--- config.mk ---
export PLATFORM = sky130hd
export DESIGN_NAME = jtkunio_objdma
export DESIGN_NICKNAME = d
export VERILOG_FILES = /design/src/rtl/jtkunio_pkg.sv /design/src/rtl/jtframe_dual_ram.sv /design/src/rtl/jtkunio_objdma.sv
export SDC_FILE = /design/constraint.sdc
export NUM_CORES = 2
export LEC_CHECK = 0
export BUFFER_PORTS_ARGS = -buffer_cell sky130_fd_sc_hd__buf_4
export CORE_MARGIN = 2
export CORE_UTILIZATION = 30
export DETAILED_ROUTE_END_ITERATION = 12
export GPL_TIMING_DRIVEN = 0
export PLACE_DENSITY = 0.42
export SYNTH_ARGS = -nofsm -noshare
export SYNTH_HDL_FRONTEND = slang
export SYNTH_HIERARCHICAL = 1
export SYNTH_SLANG_ARGS = --single-unit
--- constraint.sdc ---
create_clock -name clk -period 3.7 [get_ports clk]
set_input_delay 0.37 -clock clk [delete_from_list [all_inputs] [get_ports clk]]
set_output_delay 0.37 -clock clk [all_outputs]
set_load 0.005 [all_outputs]
--- src/rtl/jtkunio_pkg.sv ---
// Shared types and default sizing for the Kunio object-RAM DMA.
package jtkunio_pkg;

  typedef enum logic [1:0] {
    IDLE  = 2'd0,
    REQ   = 2'd1,
    COPY  = 2'd2,
    FLUSH = 2'd3
  } dma_state_t;

  localparam int OBJ_AW  = 8;
  localparam int OBJ_LEN = 2 ** OBJ_AW;

endpackage

--- src/rtl/jtframe_dual_ram.sv ---
// Simple dual-port RAM: one synchronous write port, one registered read port.
// Only the read register is reset; array contents survive reset.
module jtframe_dual_ram #(
  parameter int DW = 8,
  parameter int AW = 8
) (
  input  logic          rst,
  input  logic          clk,
  input  logic          we,
  input  logic [AW-1:0] waddr,
  input  logic [DW-1:0] wdata,
  input  logic [AW-1:0] raddr,
  output logic [DW-1:0] q
);

  logic [DW-1:0] mem [2**AW];

  always_ff @(posedge clk) begin
    if (we) mem[waddr] <= wdata;
  end

  always_ff @(posedge clk or posedge rst) begin
    if (rst) q <= '0;
    else     q <= mem[raddr];
  end

endmodule

--- src/rtl/jtkunio_objdma.sv ---
// Object-RAM DMA: copies the CPU sprite table into a private buffer read by the renderer.
// Optional double buffering with swap on LVBL fall: define JTKUNIO_OBJDMA_DBLBUF_EN.
module jtkunio_objdma
  import jtkunio_pkg::*;
#(
  parameter logic [11:0] SRC = 12'h000,
  parameter int          AW  = OBJ_AW
) (
  input  logic          rst,
  input  logic          clk,
  input  logic          cen,
  input  logic          dma_go,
  output logic          busrq,
  input  logic          busak_n,
  output logic [11:0]   dma_addr,
  input  logic [7:0]    dma_din,
  input  logic          LVBL,
  input  logic [AW-1:0] obj_addr,
  output logic [7:0]    obj_dout,
  output logic          dma_busy
);

  localparam logic [AW:0] LAST = (AW+1)'((2 ** AW) - 1);
  localparam logic [AW:0] ONE  = (AW+1)'(1);

`ifdef JTKUNIO_OBJDMA_DBLBUF_EN
  localparam int RAW = AW + 1;
`else
  localparam int RAW = AW;
`endif

  dma_state_t    state_reg;
  logic          pending_reg;
  logic [AW:0]   cnt_reg;
  logic [AW:0]   cnt_dec;
  logic          ram_we;
  logic [AW-1:0] ram_lo;
  logic [RAW-1:0] ram_waddr;
  logic [RAW-1:0] ram_raddr;

  assign cnt_dec = cnt_reg - ONE;

  // Write strobe: the byte for the previous address arrives with the next address issue.
  always_comb begin
    ram_we = 1'b0;
    ram_lo = cnt_dec[AW-1:0];
    if (cen) begin
      case (state_reg)
        COPY:    ram_we = !busak_n && (cnt_reg != '0);
        FLUSH: begin
          ram_we = 1'b1;
          ram_lo = '1;
        end
        default: ram_we = 1'b0;
      endcase
    end
  end

`ifdef JTKUNIO_OBJDMA_DBLBUF_EN
  logic done_reg;
  logic wb_reg;
  logic lvbl_last_reg;

  assign ram_waddr = {wb_reg, ram_lo};
  assign ram_raddr = {~wb_reg, obj_addr};
`else
  logic unused_lvbl;

  assign unused_lvbl = LVBL;
  assign ram_waddr   = ram_lo;
  assign ram_raddr   = obj_addr;
`endif

  always_ff @(posedge clk or posedge rst) begin
    if (rst) begin
      state_reg   <= IDLE;
      pending_reg <= 1'b0;
      cnt_reg     <= '0;
      busrq       <= 1'b0;
      dma_busy    <= 1'b0;
      dma_addr    <= 12'h000;
`ifdef JTKUNIO_OBJDMA_DBLBUF_EN
      done_reg      <= 1'b0;
      wb_reg        <= 1'b1;
      lvbl_last_reg <= 1'b1;
`endif
    end else begin
      // A new trigger always wins over the clear so a request is never lost.
      if (dma_go)
        pending_reg <= 1'b1;
      else if (cen && state_reg == IDLE && pending_reg)
        pending_reg <= 1'b0;

      if (cen) begin
        case (state_reg)
          IDLE: begin
            if (pending_reg) begin
              state_reg <= REQ;
              busrq     <= 1'b1;
              dma_busy  <= 1'b1;
            end
          end
          REQ: begin
            if (!busak_n) begin
              state_reg <= COPY;
              cnt_reg   <= '0;
            end
          end
          COPY: begin
            if (!busak_n) begin
              dma_addr <= SRC + 12'(cnt_reg);
              cnt_reg  <= cnt_reg + ONE;
              if (cnt_reg == LAST) state_reg <= FLUSH;
            end
          end
          FLUSH: begin
            busrq     <= 1'b0;
            dma_busy  <= 1'b0;
            state_reg <= IDLE;
`ifdef JTKUNIO_OBJDMA_DBLBUF_EN
            done_reg  <= 1'b1;
`endif
          end
          default: state_reg <= IDLE;
        endcase
      end

`ifdef JTKUNIO_OBJDMA_DBLBUF_EN
      lvbl_last_reg <= LVBL;
      if (lvbl_last_reg && !LVBL && done_reg) begin
        wb_reg   <= ~wb_reg;
        done_reg <= 1'b0;
      end
`endif
    end
  end

  jtframe_dual_ram #(
    .DW (8),
    .AW (RAW)
  ) u_buf (
    .rst   (rst),
    .clk   (clk),
    .we    (ram_we),
    .waddr (ram_waddr),
    .wdata (dma_din),
    .raddr (ram_raddr),
    .q     (obj_dout)
  );

endmodule

==> results.cfg <==
[logic_synthesis]
synth.cell_area_um2 = 81200
postSynth.asyncResetShare_pct = 1.44
synth.yosys.warnings = 6
synthDistinctLibCells = 75
synthesis.instances = 3914
post-synth-top-area-fraction_pct = 75.7
seq_area_frac_synth_pct = 76.6
ys.flop_type = edfxtp_1
synth_area_leaders = edfxtp_1, mux4_2, mux2i_1, nor2_1, a22oi_1
synthTopCellsByCount = edfxtp_1, mux4_2, nor2_1, mux2i_1, a22oi_1
number_of_flops_mapped_to_enable_cells_by_yosys = 2048
syn_area_per_cell_um2 = 20.8
synthMostInstantiatedCell = edfxtp_1
ys_seq_elements = 2078
synth_top_area_cell = edfxtp_1

[final_layout]
fill_cells = 25100
syn_to_final_growth_pct = 18.7
drive_above_1_share_pct = 29.1
finish.cell_count_without_fillers = 8012
postLayoutCoreUtil_pct = 35.7
num-nets-final = 4279
largest_register_ff_count = 2048

[floorplan]
fp.dieH_um = 524
fp_rows = 191
initial_core_util_pct = 30.1
placeableCoreArea_um2 = 270000
ioPinCount = 44
die_area_um2 = 275000
die_w_um = 524

[clock_tree]
cts-root-buf = clkbuf_16
clock_tree.htree_level_count = 4
clkSlewWorstSetupHoldPaths_ns = 0.06
worst_skew_pair.late_latency_ns = 0.88
tritoncts = yes
cts-buffers-inserted = 225
cts_max_path_bufs = 3
cts.sinks = 2078

[timing]
timing.final.setup_violations = 108
final.hold.worst_slack_ns = 0.0798
timing_hold_violations_final = 0
slew_viol_final = 0
min_period_ns = 3.96
grt_setup_unrepaired = yes
tightest_slew_ns = 1.46
timing.setup.tns_ns = -2.48
max-slew-margin-rel_pct = 2.71
worst_clock_skew_ns = 0.0573
fmax_mhz = 252
finalCritPeriodShare_pct = 107
fin_ws_ns = -0.264

[setup_path]
critPathMaxFanout = 10
worst_ep_arrival_time_ns = 4.67
worst-endpoint-required_ns = 4.41
start_kind = input pin
crit_type = input pin to flop
worst_setup_path_end_kind = flop

[detailed_routing]
finalWirelength_mm = 304
drt.antenna.violating_nets = 0
avgViaCountPerCell = 5.46
detail_route.first_pass.iterations = 5
num_vias = 43700
routedWlPerCell_um = 38.0
detailedRoute.firstIterationViolations = 5633
drc_errors = 0

[pwr]
max-vdd-ir-drop_mv = 0.578
pnr_total_power_mw = 54.7
p_leak_nw = 29.5
p_per_area_nw_per_um2 = 568

[run_status]
failing_checks = setup timing
run_status = finished, violations left

[run]
maxCapViolations = 0

[global_route]
grt_use_total_pct = 21.9
grt_first_pass_wirelength_mm = 402
overflow = 0
grt_pass1_vias = 42600
antenna_found_initial = 22
pin_count_of_the_biggest_net_entering_global_routing = 133

[place]
dp.cells = 7546
globalplace.congestion = 0.870
place_hpwl_mm = 204
port_buffers = 35

[worst_hold_path]
hold_path.class = input pin to flop
where the power goes:
group	leakage (nW)	switching [mW]	internal, mW
Sequential	18.8	0.122	26.1
Clock	3.48	9.56	12.5
Combinational	7.25	4.90	1.56
Total	29.5	14.6	40.1
placed cells by master, fill, tap and decap left out, types with 18 or more instances in the layout:
master / instances
clkinv_1: 61
clkbuf_16: 226
a21oi_1: 88
mux4_2: 404
mux2i_1: 154
dfrtp_1: 30
edfxtp_1: 2048
clkbuf_2: 29
buf_8: 20
buf_4: 78
buf_6: 32
nor2_2: 48
mux4_1: 38
nor2_4: 194
buf_2: 42
nand2_1: 69
clkbuf_1: 95
a22o_1: 18
nor4_1: 20
clkinv_2: 34
buf_12: 33
nor2_1: 49
o221ai_1: 42
a22oi_1: 135
o22ai_1: 43
nor2b_1: 22
cell type report:
cell class	count	area (µm²)	share of cell area, %
diodes	3	7.51	0.00779
plain buffers	241	1850	1.92
clock buffers	286	5960	6.18
clock inverters	132	1180	1.23
inverters	13	48.8	0.0506
multi-input cells	1579	19100	19.8
flip-flops and latches	2078	62200	64.6
well taps	3570	4470	4.63
repair buffers	110	1530	1.58
per-stage QoR:
| stage | setup WS (ns) | cell area, µm² |
|---|---|---|
| after detailed placement | -2.37 | 86700 |
| after global routing | -0.112 | 96400 |
| after floorplan | 0.713 | 81200 |
| final | -0.264 | 96400 |
| after global placement | -2.59 | 86000 |
| after CTS | -0.304 | 95800 |
worst max-delay path: stages:
cell	delay, ns
buf_4	0.12
buf_4	0.30
buf_4	0.34
buf_4	0.50
clkbuf_2	0.69
nand2b_1	0.64
o22ai_1	0.59
nor3_1	0.15
nor3_2	0.69
nor4_1	0.17
path summary, 6_finish.rpt:
check	start	to	slack [ns]	cells after the start
worst max-delay path	obj_addr[1]	u_buf/q[3]	-0.26	10
worst min-delay path	dma_din[6]	u_buf/mem[104][6]	0.08	2
worst max register to register	cnt_reg[4]	u_buf/mem[118][1]	-0.04	8
worst min register to register	dma_addr[6]	dma_addr[6]	0.49	2
max in group asynchronous	rst	cnt_reg[1]	2.83	3
min in group asynchronous	rst	u_buf/q[0]	0.18	3
logic make-up (layout without fill, tap and decap cells):
logic type / count (synthesis) / count (layout) / synth area share, %
DFF: 2078 / 2078 / 76.6
adders and majority gates: 9 / 9 / 0.139
muxes: 597 / 597 / 14.3
buffers and inverters: 259 / 782 / 2.13
other: 1 / 6 / 0.00462
and+or+nand+nor: 540 / 540 / 3.00
xor gates and xnor gates: 4 / 4 / 0.0431
AOI/OAI and AO/OA: 426 / 426 / 3.72
layer usage:
metal  vias up  share of wire (%)  global-route usage [%]
met1     24400                 44                    31.3
met2      1852                 46                    34.6
met5         -             0.0043                       0
li1      17100                  -                       -
met3       401                6.7                    3.53
met4         2                3.0                    5.97
timing repair:
item,in CTS,in global routing
setup endpoints to repair,2056,1841
endpoints found under the hold margin,245,0
pin swaps,16,12
buffers inserted,24,14
resized for setup,464,103
hold buffers,12,0
(Power assumes the default switching activity.)
